### config.mk
export PLATFORM = sky130hd
export DESIGN_NAME = mcu_frame_scheduler_flat
export DESIGN_NICKNAME = d
export VERILOG_FILES = /design/src/rtl/mcu_link_pkg.sv /design/src/rtl/mcu_frame_scheduler_if.sv /design/src/rtl/sync_edge_detect.sv /design/src/rtl/mcu_frame_scheduler.sv /design/src/flat_wrapper.sv
export SDC_FILE = /design/constraint.sdc
export NUM_CORES = 1
export LEC_CHECK = 0
export CAP_MARGIN = 20
export CORE_UTILIZATION = 55
export CTS_CLUSTER_DIAMETER = 150
export DETAILED_ROUTE_END_ITERATION = 8
export PLACE_DENSITY = 0.94
export SLEW_MARGIN = 25
export SYNTH_ARGS = -nofsm -noshare
export SYNTH_HDL_FRONTEND = slang
export SYNTH_SLANG_ARGS = --single-unit
### constraint.sdc
create_clock -name clk -period 28.6 [get_ports clk]
set_input_delay 5.72 -clock clk [delete_from_list [all_inputs] [get_ports clk]]
set_output_delay 5.72 -clock clk [all_outputs]
set_load 0.1 [all_outputs]
### src/rtl/mcu_link_pkg.sv
// rtl/mcu_link_pkg.sv - shared types and constants for the MCU sensor-frame link
package mcu_link_pkg;

  typedef enum logic [1:0] {
    IDLE    = 2'd0,
    COLLECT = 2'd1,
    READY   = 2'd2,
    XFER    = 2'd3
  } state_e;

  localparam int         PACKET_BITS = 128;
  localparam logic [7:0] HEADER_BYTE = 8'hAA;
  localparam int         QUAT_W      = 64;
  localparam int         GYRO_W      = 48;
  localparam int         FLAG_QUAT   = 0;
  localparam int         FLAG_GYRO   = 1;

  function automatic logic [7:0] sat_inc8(input logic [7:0] v);
    return (v == 8'hFF) ? v : v + 8'd1;
  endfunction

endpackage

### src/rtl/mcu_frame_scheduler_if.sv
// rtl/mcu_frame_scheduler_if.sv - sensor inputs, MCU handshake and frozen snapshot bundle
interface mcu_frame_scheduler_if;
  import mcu_link_pkg::*;

  logic              quat_valid;
  logic [QUAT_W-1:0] quat_data;
  logic              gyro_valid;
  logic [GYRO_W-1:0] gyro_data;
  logic              load;
  logic              sck;
  logic              done;
  logic [QUAT_W-1:0] snap_quat;
  logic [GYRO_W-1:0] snap_gyro;
  logic              snap_quat_valid;
  logic              snap_gyro_valid;
  logic [7:0]        seq_num;
  logic [7:0]        overrun_cnt;
  logic              xfer_timeout;

  modport master (
    output quat_valid, quat_data, gyro_valid, gyro_data, load, sck,
    input  done, snap_quat, snap_gyro, snap_quat_valid, snap_gyro_valid,
           seq_num, overrun_cnt, xfer_timeout
  );

  modport slave (
    input  quat_valid, quat_data, gyro_valid, gyro_data, load, sck,
    output done, snap_quat, snap_gyro, snap_quat_valid, snap_gyro_valid,
           seq_num, overrun_cnt, xfer_timeout
  );

endinterface

### src/rtl/sync_edge_detect.sv
// rtl/sync_edge_detect.sv - multi-flop synchronizer followed by a registered rising-edge pulse
module sync_edge_detect #(
  parameter int SYNC_STAGES = 2
) (
  input  logic clk,
  input  logic rst,
  input  logic async_i,
  output logic rise_o
);

  logic [SYNC_STAGES-1:0] sync_q;
  logic                   prev_q;
  logic                   rise_q;

  always_ff @(posedge clk or posedge rst) begin
    if (rst) begin
      sync_q <= '0;
      prev_q <= 1'b0;
      rise_q <= 1'b0;
    end else begin
      sync_q[0] <= async_i;
      for (int i = 1; i < SYNC_STAGES; i++) begin
        sync_q[i] <= sync_q[i-1];
      end
      prev_q <= sync_q[SYNC_STAGES-1];
      rise_q <= sync_q[SYNC_STAGES-1] & ~prev_q;
    end
  end

  assign rise_o = rise_q;

endmodule

### src/rtl/mcu_frame_scheduler.sv
// rtl/mcu_frame_scheduler.sv - coalesces sensor pulses into frames and runs the DONE/LOAD/SCK handshake
module mcu_frame_scheduler
  import mcu_link_pkg::*;
#(
  parameter int COALESCE_CYCLES = 16,
  parameter int FRAME_BITS      = PACKET_BITS,
  parameter int XFER_TIMEOUT    = 300000,
  parameter int SYNC_STAGES     = 2
) (
  input  logic                 clk,
  input  logic                 rst,
  mcu_frame_scheduler_if.slave bus
);

  localparam int CW = (COALESCE_CYCLES > 1) ? $clog2(COALESCE_CYCLES) : 1;
  localparam int BW = (FRAME_BITS > 1) ? $clog2(FRAME_BITS) : 1;
  localparam int TW = (XFER_TIMEOUT > 1) ? $clog2(XFER_TIMEOUT) : 1;

  state_e            state_q, state_d;
  logic [QUAT_W-1:0] stg_quat_q, stg_quat_d, snap_quat_q, snap_quat_d;
  logic [GYRO_W-1:0] stg_gyro_q, stg_gyro_d, snap_gyro_q, snap_gyro_d;
  logic [1:0]        stg_flags_q, stg_flags_d, snap_flags_q, snap_flags_d;
  logic [CW-1:0]     coal_q, coal_d;
  logic [BW-1:0]     bit_q, bit_d;
  logic [TW-1:0]     tmo_q, tmo_d;
  logic [7:0]        seq_q, seq_d, ovr_q, ovr_d;
  logic              tout_q, tout_d;
  logic              done_q;

  logic       load_rise, sck_rise;
  logic [1:0] vld, flags_in;
  logic       stage_en, commit, tmo_hit, xfer_end;

  sync_edge_detect #(.SYNC_STAGES(SYNC_STAGES)) u_load_sync (
    .clk    (clk),
    .rst    (rst),
    .async_i(bus.load),
    .rise_o (load_rise)
  );

  sync_edge_detect #(.SYNC_STAGES(SYNC_STAGES)) u_sck_sync (
    .clk    (clk),
    .rst    (rst),
    .async_i(bus.sck),
    .rise_o (sck_rise)
  );

  always_comb begin
    vld            = '0;
    vld[FLAG_QUAT] = bus.quat_valid;
    vld[FLAG_GYRO] = bus.gyro_valid;
  end

  // Staging absorbs valids everywhere except a READY cycle without load, where they hit the snapshot.
  assign flags_in = stg_flags_q | vld;
  assign stage_en = (state_q != READY) || load_rise;
  assign tmo_hit  = (state_q == XFER) && (tmo_q == TW'(XFER_TIMEOUT - 1));
  assign xfer_end = tmo_hit || (sck_rise && (bit_q == BW'(FRAME_BITS - 1)));

  always_ff @(posedge clk or posedge rst) begin
    if (rst) begin
      state_q      <= IDLE;
      stg_quat_q   <= '0;
      stg_gyro_q   <= '0;
      stg_flags_q  <= '0;
      snap_quat_q  <= '0;
      snap_gyro_q  <= '0;
      snap_flags_q <= '0;
      coal_q       <= '0;
      bit_q        <= '0;
      tmo_q        <= '0;
      seq_q        <= '0;
      ovr_q        <= '0;
      tout_q       <= 1'b0;
      done_q       <= 1'b0;
    end else begin
      state_q      <= state_d;
      stg_quat_q   <= stg_quat_d;
      stg_gyro_q   <= stg_gyro_d;
      stg_flags_q  <= stg_flags_d;
      snap_quat_q  <= snap_quat_d;
      snap_gyro_q  <= snap_gyro_d;
      snap_flags_q <= snap_flags_d;
      coal_q       <= coal_d;
      bit_q        <= bit_d;
      tmo_q        <= tmo_d;
      seq_q        <= seq_d;
      ovr_q        <= ovr_d;
      tout_q       <= tout_d;
      done_q       <= (state_q == READY);
    end
  end

  always_comb begin
    state_d = state_q;
    commit  = 1'b0;
    case (state_q)
      IDLE: begin
        if (&vld) begin
          commit  = 1'b1;
          state_d = READY;
        end else if (|vld) begin
          state_d = COLLECT;
        end
      end
      COLLECT: begin
        if ((&flags_in) || (coal_q == CW'(COALESCE_CYCLES - 1))) begin
          commit  = 1'b1;
          state_d = READY;
        end
      end
      READY: begin
        if (load_rise) state_d = XFER;
      end
      XFER: begin
        if (xfer_end) begin
          if (|flags_in) begin
            commit  = 1'b1;
            state_d = READY;
          end else begin
            state_d = IDLE;
          end
        end
      end
      default: state_d = IDLE;
    endcase
  end

  always_comb begin
    stg_quat_d   = stg_quat_q;
    stg_gyro_d   = stg_gyro_q;
    stg_flags_d  = stg_flags_q;
    snap_quat_d  = snap_quat_q;
    snap_gyro_d  = snap_gyro_q;
    snap_flags_d = snap_flags_q;
    seq_d        = seq_q;
    ovr_d        = ovr_q;
    if (stage_en) begin
      if (bus.quat_valid) stg_quat_d = bus.quat_data;
      if (bus.gyro_valid) stg_gyro_d = bus.gyro_data;
      stg_flags_d = flags_in;
    end
    if (commit) begin
      snap_quat_d  = stg_quat_d;
      snap_gyro_d  = stg_gyro_d;
      snap_flags_d = flags_in;
      seq_d        = seq_q + 8'd1;
      stg_flags_d  = '0;
    end else if ((state_q == READY) && !load_rise && (|vld)) begin
      if (bus.quat_valid) begin
        snap_quat_d            = bus.quat_data;
        snap_flags_d[FLAG_QUAT] = 1'b1;
      end
      if (bus.gyro_valid) begin
        snap_gyro_d            = bus.gyro_data;
        snap_flags_d[FLAG_GYRO] = 1'b1;
      end
      ovr_d = sat_inc8(ovr_q);
    end
    coal_d = (state_q == COLLECT) ? coal_q + CW'(1) : '0;
    tmo_d  = (state_q == XFER) ? tmo_q + TW'(1) : '0;
    bit_d  = '0;
    if (state_q == XFER) bit_d = sck_rise ? bit_q + BW'(1) : bit_q;
    tout_d = tout_q | tmo_hit;
  end

  assign bus.done            = done_q;
  assign bus.snap_quat       = snap_quat_q;
  assign bus.snap_gyro       = snap_gyro_q;
  assign bus.snap_quat_valid = snap_flags_q[FLAG_QUAT];
  assign bus.snap_gyro_valid = snap_flags_q[FLAG_GYRO];
  assign bus.seq_num         = seq_q;
  assign bus.overrun_cnt     = ovr_q;
  assign bus.xfer_timeout    = tout_q;

endmodule

### src/flat_wrapper.sv
// flat-port wrapper written by rule: the top's interface ports become plain ports
module mcu_frame_scheduler_flat import mcu_link_pkg::*;
#(
  parameter int COALESCE_CYCLES = 16,
  parameter int FRAME_BITS      = PACKET_BITS,
  parameter int XFER_TIMEOUT    = 300000,
  parameter int SYNC_STAGES     = 2
)
  (clk, rst, bus_quat_valid, bus_quat_data, bus_gyro_valid, bus_gyro_data, bus_load, bus_sck, bus_done, bus_snap_quat, bus_snap_gyro, bus_snap_quat_valid, bus_snap_gyro_valid, bus_seq_num, bus_overrun_cnt, bus_xfer_timeout);
  mcu_frame_scheduler_if bus_i ();
  input  logic clk;
  input  logic rst;
  input wire logic [$bits(bus_i.quat_valid)-1:0] bus_quat_valid;
  input wire logic [$bits(bus_i.quat_data)-1:0] bus_quat_data;
  input wire logic [$bits(bus_i.gyro_valid)-1:0] bus_gyro_valid;
  input wire logic [$bits(bus_i.gyro_data)-1:0] bus_gyro_data;
  input wire logic [$bits(bus_i.load)-1:0] bus_load;
  input wire logic [$bits(bus_i.sck)-1:0] bus_sck;
  output wire logic [$bits(bus_i.done)-1:0] bus_done;
  output wire logic [$bits(bus_i.snap_quat)-1:0] bus_snap_quat;
  output wire logic [$bits(bus_i.snap_gyro)-1:0] bus_snap_gyro;
  output wire logic [$bits(bus_i.snap_quat_valid)-1:0] bus_snap_quat_valid;
  output wire logic [$bits(bus_i.snap_gyro_valid)-1:0] bus_snap_gyro_valid;
  output wire logic [$bits(bus_i.seq_num)-1:0] bus_seq_num;
  output wire logic [$bits(bus_i.overrun_cnt)-1:0] bus_overrun_cnt;
  output wire logic [$bits(bus_i.xfer_timeout)-1:0] bus_xfer_timeout;
  assign bus_i.quat_valid = bus_quat_valid;
  assign bus_i.quat_data = bus_quat_data;
  assign bus_i.gyro_valid = bus_gyro_valid;
  assign bus_i.gyro_data = bus_gyro_data;
  assign bus_i.load = bus_load;
  assign bus_i.sck = bus_sck;
  assign bus_done = bus_i.done;
  assign bus_snap_quat = bus_i.snap_quat;
  assign bus_snap_gyro = bus_i.snap_gyro;
  assign bus_snap_quat_valid = bus_i.snap_quat_valid;
  assign bus_snap_gyro_valid = bus_i.snap_gyro_valid;
  assign bus_seq_num = bus_i.seq_num;
  assign bus_overrun_cnt = bus_i.overrun_cnt;
  assign bus_xfer_timeout = bus_i.xfer_timeout;
  mcu_frame_scheduler #(.COALESCE_CYCLES(COALESCE_CYCLES), .FRAME_BITS(FRAME_BITS), .XFER_TIMEOUT(XFER_TIMEOUT), .SYNC_STAGES(SYNC_STAGES)) u_core (.clk(clk), .rst(rst), .bus(bus_i));
endmodule
==> reports/qor.yml <==
crit_fanout: 64
final_common_cell: "dfrtp_1"
viasPerCell: 6.07
end_kind: "flop"
htree_num_levels: 1
peakVddDrop_v: 0.0000603
crit_type: "in2reg"
grt_pass1_vias: 9339
clock_latency_ns: 0.55
async_flop_share_pct: 100
clock_sinks: 286
synth_cell_type_count: 50
grt.total_usage_pct: 27.7
clockBufferDepth: 3
drc: 0
synth_area_sq_mm: 0.0120
gp_congestion: 0.790
finalSetupTns_ns: 0
finalNetCount: 1323
dp_hpwl_um: 18900
start_util_pct: 56.7
multiInputGateArea_sq_mm: 0.00450
firstDrtPassIters: 5
synth_edf_count: 0
layout_common_cells: "dfrtp_1, clkdlybuf4s50_1, mux2_2, nand3_1, and3_1"
ys_seq_elements: 286
cts_tree: "built"
cap_violations: 0
ctsHoldBuffers: 0
vias: 9100
antenna_found_initial: 1
drive_gt1_share_pct: 15.3
root_buffer: "clkbuf_16"
drtIter0Drc: 585
post-route-period-util_pct: 28.2
io_pins: 250
p_per_area_mw_per_mm2: 85.0
postSynthAreaPerCell_sq_um: 12.2
core-area_sq_mm: 0.0212
cts-resized-gates: 0
worst_pin_slew_ns: 1.05
yosysWarnings: 0
portBuffers: 249
die_x_um: 150
p_leak_nw: 6.86
n_fill_cell: 1360
min_period_ns: 8.06
required_ns: 29.02
critPathLaunchType: "input pin"
postRouteAntennaNets: 0
worst_hold_path_type: "reg2reg"
numCtsBuffers: 30
synth_area_leaders: "dfrtp_1, mux2_2, a221o_1"
synthCells: 984
grt-ovfl-total: 0
hold_viol: 0
synth_top_area_share_pct: 59.5
die-area_sq_mm: 0.0225
n_antenna_cell: 0
wire_per_inst_um: 20.6
clk_pin_slew_ns: 0.06
netlist.top_cell.by_area: "dfrtp_1"
status: "finished clean"
cp.arrival_ns: 8.49
pre_cts_ws_ns: 19.76
rsz0062_at_grt: "false"
drt_wl_total_um: 30900
slew_headroom_pct: 29.9
clock_skew_ns: 0.0114
synth_ff_type: "dfrtp_1"
ys_seq_area_share_pct: 59.5
grt_first_pass_wirelength_um: 49100
fin_cells: 1498
regArea_sq_mm: 0.00716
fin_util_pct: 73.5
die_h_um: 150
post_cts_buffers: 0
slew_violations: 0
grt_max_degree: 150
syn_to_final_growth_pct: 29.5
rows: 53
worst_slack_ns: 20.54
placed_cells: 1443
syn-num-nets: 1107
setup_viol: 0
max_freq_ghz: 0.124
==> worst max-delay path, cell delays in order <==
cell	delay [ns]
clkdlybuf4s50_1	0.75
nor4_4	0.08
nor4_2	0.44
a22o_4	0.59
a211oi_4	0.03
buf_4	0.38
a221o_1	0.45
==> path summary, 6_finish.rpt <==
check | startpoint | cells after the start | slack [ns] | endpoint
hold reg to reg | u_core.u_load_sync.sync_q[0] | 0 | 0.35 | u_core.u_load_sync.sync_q[1]
setup reg to reg | u_core.state_q[0] | 6 | 25.08 | u_core.bus.snap_quat[2]
hold / removal | u_core.u_load_sync.sync_q[0] | 0 | 0.35 | u_core.u_load_sync.sync_q[1]
setup / recovery | bus_gyro_valid | 7 | 20.54 | u_core.bus.snap_quat[2]
min in group asynchronous | rst | 2 | 5.69 | u_core.stg_quat_q[35]
max in group asynchronous | rst | 3 | 21.60 | u_core.tmo_q[13]
==> synthesized netlist by cell type (2+ instances only) <==
cell type,n
nand2b_1,2
xnor2_1,24
dfrtp_1,286
inv_1,6
nor2_1,41
nand3_1,108
ha_1,5
and4_1,4
nand2_1,59
o211ai_1,3
nor2b_1,3
and2_1,3
and3_1,68
xor2_1,12
a21oi_1,10
mux2_2,114
nand4_1,7
buf_6,8
o21ai_0,44
a221o_1,64
buf_4,7
or3_1,4
buf_2,17
o2111ai_1,2
nor3_1,6
clkbuf_1,44
o21ai_1,9
a2111oi_0,2
==> power breakdown <==
| part | switching (mW) | total (mW) | internal [mW] |
|---|---|---|---|
| sequential | 0.0376 | 0.502 | 0.464 |
| combinational | 0.322 | 0.440 | 0.118 |
| clock | 0.156 | 0.384 | 0.228 |
| total | 0.516 | 1.33 | 0.810 |
==> metal layers <==
layer | wire [um] | share of wire (%) | global-route usage (%)
met4 | 1060 | 3.4 | 10.8
met2 | 14900 | 48 | 44.8
met1 | 12300 | 40 | 36.7
met3 | 2500 | 8.1 | 5.85
met5 | 13 | 0.042 | 0
==> flip-flops by register name, summed over array words and instances (netlist names), 2 cells and up <==
signal                     flops
u_core.bus.overrun_cnt         8
u_core.bus.snap_gyro          48
u_core.bus.seq_num             8
u_core.stg_flags_q             2
u_core.stg_quat_q             64
u_core.tmo_q                  19
u_core.stg_gyro_q             48
u_core.snap_flags_q            2
u_core.bus.snap_quat          64
u_core.u_sck_sync.sync_q       2
u_core.bit_q                   7
u_core.coal_q                  4
u_core.state_q                 2
u_core.u_load_sync.sync_q      2
==> logic make-up after synthesis <==
logic type,Yosys count,share of synthesized area [%]
AND/OR/NAND/NOR,317,13.7
flip-flops,286,59.5
AO/OA/AOI/OAI,142,9.33
multiplexers,116,10.9
buffers and inverters,82,3.45
XOR/XNOR,36,2.62
adder cells (fa/ha/maj),5,0.520
==> metrics by stage <==
stage / power, mW / hold WS [ns] / cell area, sq um
global route: 1.37 / 0.363 / 15600
detailed placement: 0.945 / 0.342 / 14600
finish: 1.33 / 0.351 / 15600
floorplan: 0.826 / 0.331 / 12000
CTS: 1.33 / 0.356 / 15600
global placement: 0.933 / 0.336 / 14600
==> area by class of cell <==
cell class              count  area share, %
repair buffers            260           16.5
inverters                   6          0.225
clock buffers              47           5.61
flip-flops and latches    286           45.9
well taps                 275           2.21
clock inverters             8          0.674
multi-input cells         616           28.9
Note: power is estimated with default switching activity, not from simulation.
